--- src/rtl/data_sram_like_bridge_if.sv ---
// Sram-like data bus between the data bridge (master) and the memory side (slave).
// A request is accepted on mem_req & mem_addr_ok; mem_data_ok marks completion.
interface data_sram_like_bridge_if #(
    parameter int AW = 32,
    parameter int DW = 32
);
    logic          mem_req;
    logic          mem_wr;
    logic [1:0]    mem_size;
    logic [3:0]    mem_wstrb;
    logic [AW-1:0] mem_addr;
    logic [DW-1:0] mem_wdata;
    logic          mem_addr_ok;
    logic          mem_data_ok;
    logic [DW-1:0] mem_rdata;

    modport master (
        output mem_req, mem_wr, mem_size, mem_wstrb, mem_addr, mem_wdata,
        input  mem_addr_ok, mem_data_ok, mem_rdata
    );

    modport slave (
        input  mem_req, mem_wr, mem_size, mem_wstrb, mem_addr, mem_wdata,
        output mem_addr_ok, mem_data_ok, mem_rdata
    );
endinterface

--- src/rtl/data_sram_like_bridge.sv ---
// Converts the core's single-cycle data-SRAM access into one sram-like bus transaction,
// stalling the pipeline until the bus reports completion.
module data_sram_like_bridge #(
    parameter int          AW      = 32,
    parameter int          DW      = 32,
    parameter int unsigned TIMEOUT = 1023
) (
    input  logic          clk,
    input  logic          resetn,
    input  logic          cpu_en,
    input  logic [3:0]    cpu_wen,
    input  logic [AW-1:0] cpu_addr,
    input  logic [DW-1:0] cpu_wdata,
    output logic [DW-1:0] cpu_rdata,
    output logic          stallreq,
    output logic          err_timeout,
    data_sram_like_bridge_if.master mem
);

    localparam int CW = (TIMEOUT > 0) ? $clog2(TIMEOUT + 1) : 1;
    localparam logic [CW-1:0] CNT_MAX = CW'(TIMEOUT);

    typedef enum logic [1:0] {
        ST_IDLE,
        ST_REQ,
        ST_WAIT,
        ST_DONE
    } state_t;

    state_t        state_reg;
    logic          req_reg;
    logic          wr_reg;
    logic [1:0]    size_reg;
    logic [3:0]    wen_reg;
    logic [AW-1:0] addr_reg;
    logic [DW-1:0] wdata_reg;
    logic [DW-1:0] rdata_reg;
    logic          err_reg;
    logic [CW-1:0] wait_cnt_reg;
    logic [CW-1:0] wait_cnt_next;

    // Single-lane strobes are bytes, aligned lane pairs are halves; everything else is a word.
    function automatic logic [1:0] size_of(input logic [3:0] wen);
        logic [1:0] sz;
        case (wen)
            4'b0001, 4'b0010, 4'b0100, 4'b1000: sz = 2'd0;
            4'b0011, 4'b1100:                   sz = 2'd1;
            default:                            sz = 2'd2;
        endcase
        return sz;
    endfunction

    always_comb begin
        wait_cnt_next = wait_cnt_reg;
        if (wait_cnt_reg != CNT_MAX) begin
            wait_cnt_next = wait_cnt_reg + 1'b1;
        end
    end

    always_ff @(posedge clk or negedge resetn) begin
        if (!resetn) begin
            state_reg    <= ST_IDLE;
            req_reg      <= 1'b0;
            wr_reg       <= 1'b0;
            size_reg     <= 2'd0;
            wen_reg      <= 4'd0;
            addr_reg     <= '0;
            wdata_reg    <= '0;
            rdata_reg    <= '0;
            err_reg      <= 1'b0;
            wait_cnt_reg <= '0;
        end else begin
            case (state_reg)
                ST_IDLE: begin
                    // Any data_ok arriving here belongs to an abandoned transaction.
                    if (cpu_en) begin
                        wen_reg   <= cpu_wen;
                        addr_reg  <= cpu_addr;
                        wdata_reg <= cpu_wdata;
                        size_reg  <= size_of(cpu_wen);
                        wr_reg    <= |cpu_wen;
                        req_reg   <= 1'b1;
                        state_reg <= ST_REQ;
                    end
                end
                ST_REQ: begin
                    if (mem.mem_addr_ok) begin
                        req_reg      <= 1'b0;
                        wait_cnt_reg <= '0;
                        state_reg    <= ST_WAIT;
                    end
                end
                ST_WAIT: begin
                    if (mem.mem_data_ok) begin
                        if (!wr_reg) begin
                            rdata_reg <= mem.mem_rdata;
                        end
                        state_reg <= ST_DONE;
                    end else begin
                        wait_cnt_reg <= wait_cnt_next;
                        if ((TIMEOUT != 0) && (wait_cnt_next == CNT_MAX)) begin
                            err_reg <= 1'b1;
                        end
                    end
                end
                ST_DONE: begin
                    // Pipeline advances this cycle; the next access starts from IDLE.
                    state_reg <= ST_IDLE;
                end
                default: begin
                    state_reg <= ST_IDLE;
                end
            endcase
        end
    end

    // The IDLE term must be combinational so the stall lands in the same cycle as cpu_en.
    assign stallreq = ((state_reg == ST_IDLE) && cpu_en) ||
                      (state_reg == ST_REQ) || (state_reg == ST_WAIT);

    assign cpu_rdata     = rdata_reg;
    assign err_timeout   = err_reg;
    assign mem.mem_req   = req_reg;
    assign mem.mem_wr    = wr_reg;
    assign mem.mem_size  = size_reg;
    assign mem.mem_wstrb = wen_reg;
    assign mem.mem_addr  = addr_reg;
    assign mem.mem_wdata = wdata_reg;

endmodule

--- src/flat_wrapper.sv ---
// flat-port wrapper written by rule: the top's interface ports become plain ports
module data_sram_like_bridge_flat 
#(
    parameter int          AW      = 32,
    parameter int          DW      = 32,
    parameter int unsigned TIMEOUT = 1023
)
  (clk, resetn, cpu_en, cpu_wen, cpu_addr, cpu_wdata, cpu_rdata, stallreq, err_timeout, mem_mem_req, mem_mem_wr, mem_mem_size, mem_mem_wstrb, mem_mem_addr, mem_mem_wdata, mem_mem_addr_ok, mem_mem_data_ok, mem_mem_rdata);
  data_sram_like_bridge_if #(.AW(AW), .DW(DW)) mem_i ();
  input  logic clk;
  input  logic resetn;
  input  logic cpu_en;
  input  logic [3:0] cpu_wen;
  input  logic [AW-1:0] cpu_addr;
  input  logic [DW-1:0] cpu_wdata;
  output logic [DW-1:0] cpu_rdata;
  output logic stallreq;
  output logic err_timeout;
  output wire logic [$bits(mem_i.mem_req)-1:0] mem_mem_req;
  output wire logic [$bits(mem_i.mem_wr)-1:0] mem_mem_wr;
  output wire logic [$bits(mem_i.mem_size)-1:0] mem_mem_size;
  output wire logic [$bits(mem_i.mem_wstrb)-1:0] mem_mem_wstrb;
  output wire logic [$bits(mem_i.mem_addr)-1:0] mem_mem_addr;
  output wire logic [$bits(mem_i.mem_wdata)-1:0] mem_mem_wdata;
  input wire logic [$bits(mem_i.mem_addr_ok)-1:0] mem_mem_addr_ok;
  input wire logic [$bits(mem_i.mem_data_ok)-1:0] mem_mem_data_ok;
  input wire logic [$bits(mem_i.mem_rdata)-1:0] mem_mem_rdata;
  assign mem_mem_req = mem_i.mem_req;
  assign mem_mem_wr = mem_i.mem_wr;
  assign mem_mem_size = mem_i.mem_size;
  assign mem_mem_wstrb = mem_i.mem_wstrb;
  assign mem_mem_addr = mem_i.mem_addr;
  assign mem_mem_wdata = mem_i.mem_wdata;
  assign mem_i.mem_addr_ok = mem_mem_addr_ok;
  assign mem_i.mem_data_ok = mem_mem_data_ok;
  assign mem_i.mem_rdata = mem_mem_rdata;
  data_sram_like_bridge #(.AW(AW), .DW(DW), .TIMEOUT(TIMEOUT)) u_core (.clk(clk), .resetn(resetn), .cpu_en(cpu_en), .cpu_wen(cpu_wen), .cpu_addr(cpu_addr), .cpu_wdata(cpu_wdata), .cpu_rdata(cpu_rdata), .stallreq(stallreq), .err_timeout(err_timeout), .mem(mem_i));
endmodule
--- config.mk ---
export PLATFORM = sky130hd
export DESIGN_NAME = data_sram_like_bridge_flat
export DESIGN_NICKNAME = d
export VERILOG_FILES = /design/src/rtl/data_sram_like_bridge_if.sv /design/src/rtl/data_sram_like_bridge.sv /design/src/flat_wrapper.sv
export SDC_FILE = /design/constraint.sdc
export NUM_CORES = 1
export LEC_CHECK = 0
export BUFFER_PORTS_ARGS = -buffer_cell sky130_fd_sc_hd__buf_2
export CAP_MARGIN = 25
export CORE_MARGIN = 4
export CORE_UTILIZATION = 35
export CTS_CLUSTER_DIAMETER = 200
export DETAILED_ROUTE_END_ITERATION = 10
export HOLD_SLACK_MARGIN = 0.1
export PLACE_DENSITY = 0.58
export SETUP_SLACK_MARGIN = 0.1
export SLEW_MARGIN = 40
export SYNTH_ARGS = -nofsm -noshare
export SYNTH_HDL_FRONTEND = slang
export SYNTH_SLANG_ARGS = --single-unit
--- constraint.sdc ---
create_clock -name clk -period 4.8 [get_ports clk]
set_input_delay 0.24 -clock clk [delete_from_list [all_inputs] [get_ports clk]]
set_output_delay 0.24 -clock clk [all_outputs]
set_load 0.005 [all_outputs]
==> key figures <==
Run status
  • Status: finished clean

Floorplanning
  • Die height: 125 µm
  • Die Area: 15600 µm²
  • Initial Util: 0.359
  • Die width: 125 µm
  • Core ar.: 13300 µm²
  • Io pins: 211
  • Row Count: between 40 and 50

Clock network
  • H-tree depth: 4
  • Postcts setup bufs: 0
  • Clock Path Buffers: 2
  • Clock sink count: 117
  • CTS tree: done
  • Worst skew pair latency: 0.41 ns
  • Clock root buffer: clkbuf_16
  • Reg clk slew, reported paths: roughly 0.05 ns
  • Clock buffer count from CTS: 17

Power and ir drop
  • Clk pwr share: 0.284
  • P_sw: 1.27 mW
  • Comb pwr share: 0.338
  • Pint: 3.18 mW
  • Pleak: 3.68 nW
  • Sw Share: 0.285
  • Max VDD drop: 0.000322 V
  • Reg power frac: 0.378
  • Power per Cell Area: between 500 and 600 nW/µm²
  • Power Total: 4.45 mW

Detailed routing
  • Avg WL per Cell: 15.2 µm
  • WL met3: 1.19 mm
  • Via Count: 3895
  • Final WL: about 13 mm
  • Top Metal Used: met4
  • DR pass1 iterations: 4
  • DRC: 0
  • Final ANT Viol Nets: 0
  • Avg Vias per Cell: 4.65
  • Met2 WL: 6.05 mm
  • Wl on met1: between 5 and 6 mm
  • DR iter-0 viols: between 100 and 150

STA
  • PnR worst setup slack: 2.67 ns
  • Worst-Margin Slew: 0.632 ns
  • Period utilization: 0.444
  • Final Max Tran Viols: 0
  • Fin crit period: 2.13 ns
  • Setup_tns: 0 ns
  • Highest clock rate: 469 MHz
  • Final clock skew: roughly 0.0049 ns
  • RSZ-0062 raised after global routing: false
  • Final hold vios: 0
  • Rel. slew slack: 0.578
  • Setup violations, final: 0

Setup path
  • R2R cell count: 5
  • FF-to-FF Start: u_core.wait_cnt_reg[0]
  • Worst EP arrival: 1.89 ns
  • CP Class: reg -> out
  • Worst Path Required: 4.56 ns
  • Crit end category: primary output
  • Crit start category: flop
  • Reg2reg setup slack: roughly 2.7 ns
  • FF-to-FF End: u_core.wait_cnt_reg[0]
  • Crit-path max FO: 42

Yosys
  • Mapped Avg Cell Area: 14.3 µm²
  • EDFF count, synth: 0
  • Synth Cell Area: 4780 µm²
  • Post-synthesis net count: 443
  • Netlist cell types: 43
  • Asr flop ratio synth: 1.00
  • Yosys reg bits: between 100 and 150
  • Synth warnings: 0
  • Most used DFF post-synth: dfrtp_1
  • Seq/Total Area, Yosys: 0.613
  • Cells after synthesis: 334

Global routing
  • Initial antenna violation count: 0
  • GR Util All Layers: 0.171
  • First-pass GRT wire length: 21.6 mm
  • Largest net degree at the start of global routing: 71
  • GRT Residual Overflow: 0
  • Vias in the first global route: 4416

Worst hold path
  • Hold depth: 2
  • Worst Hold Endpoint: u_core.mem.mem_wstrb[2]
  • Worst hold path class: in -> reg
  • Hold Startpoint: cpu_wen[2]

Final layout
  • Commonest non-fill, non-tap cells in the layout: buf_2, dfrtp_1, mux2_2
  • Final net count: 759
  • P&R area growth vs syn: 59.6%
  • Area of the multi-input gates: ~1800 µm²
  • Register area: 2930 µm²
  • Share of cells above drive strength 1: 0.536
  • Antenna cells: 0
  • Filler Cells Inserted: 1073
  • Commonest non-fill, non-tap cell in the layout: buf_2
  • Post-route cell area: roughly 7600 µm²

Placement
  • Placer Congestion: 0.796
  • Placed cell area: 6020 µm²
  • Port-buffer cells: 210
  • DPL Wire Length: 8.65 mm
  • Placement Setup Slack: 2.58 ns

Job
  • Max Cap Violations: 0
[timing repair]
item / CTS / global route
resized for setup: 0 / 0
hold buffers: 99 / 0
endpoints found under the setup margin: 0 / 0
endpoints found under the hold margin: 167 / 0
[how the worst max path moves through the flow]
stage | endpoint | slack [ns] | cells past startpoint | from
finish | stallreq | 2.67 | 5 | u_core.state_reg[0]
global route | stallreq | 2.51 | 5 | u_core.state_reg[0]
CTS | u_core.wait_cnt_reg[8] | 2.57 | 6 | u_core.state_reg[0]
detailed placement | u_core.wait_cnt_reg[8] | 2.58 | 6 | u_core.state_reg[0]
global placement | u_core.mem.mem_wdata[11] | 2.51 | 5 | u_core.state_reg[0]
floorplan | u_core.wait_cnt_reg[0] | 2.89 | 6 | u_core.wait_cnt_reg[0]
[through the flow]
step | hold WS (ns) | instances | util
2_1_floorplan | -0.0556 | 334 | -
3_3_place_gp | 0.409 | 708 | 0.452
3_5_place_dp | 0.282 | 708 | 0.453
4_1_cts | 0.101 | 838 | 0.573
5_1_grt | 0.122 | 838 | 0.573
6_report | 0.123 | 838 | 0.573
[final cells by class]
cell class              count  share of cell area
inverters                   6             0.00295
repair buffers            313               0.273
clock inverters             7              0.0123
flip-flops and latches    117               0.384
well taps                 176              0.0289
multi-input cells         195               0.232
clock buffers              24              0.0671
[critical path: stages (launching register included)]
cell and delay, ns:
dfrtp_1 0.37, inv_1 0.07, ha_1 0.26, nand2_4 0.43, nand2_1 0.18, buf_2 0.18
[layer usage]
layer	GRT usage	vias to the layer above
met5	0	-
met1	0.198	1866
met3	0.0738	28
met2	0.275	162
met4	0.0797	0
li1	-	1839
[cells by family after synthesis]
family                     synth area share
AOI/OAI and AO/OA                    0.0610
adders and majority gates            0.0105
muxes                                 0.240
and+or+nand+nor                      0.0519
buffers and inverters                0.0199
DFF                                   0.613
xor gates and xnor gates            0.00367
[synth_stat cells (2+ instances only)]
cell      instances  area [µm²]
a211oi_1          2        15.0
a22o_1            8        70.1
a21oi_1           4        20.0
and3_1            4        25.0
ha_1              4        50.1
nor2b_1           4        25.0
inv_1             6        22.5
nand2_1          11        41.3
nand3_1           6        30.0
nor2_1            6        22.5
o22ai_1           2        12.5
mux2_2          101        1140
nand2b_1          2        12.5
nand3b_1          2        15.0
nor3_1            2        10.0
o21ai_0          13        65.1
a21bo_2           3        30.0
dfrtp_1         117        2930
clkbuf_1         12        45.0
o31ai_1           2        15.0
[power groups by stage]
stage	Sequential [mW]	Combinational (mW)	Clock, mW
after CTS	1.68	1.53	1.30
after global placement	1.68	1.43	0
final	1.68	1.50	1.26
after detailed placement	1.69	1.47	0
after floorplan	1.72	0.718	0
after global routing	1.74	1.66	1.34
No activity file was read; power rests on OpenSTA's default activity.
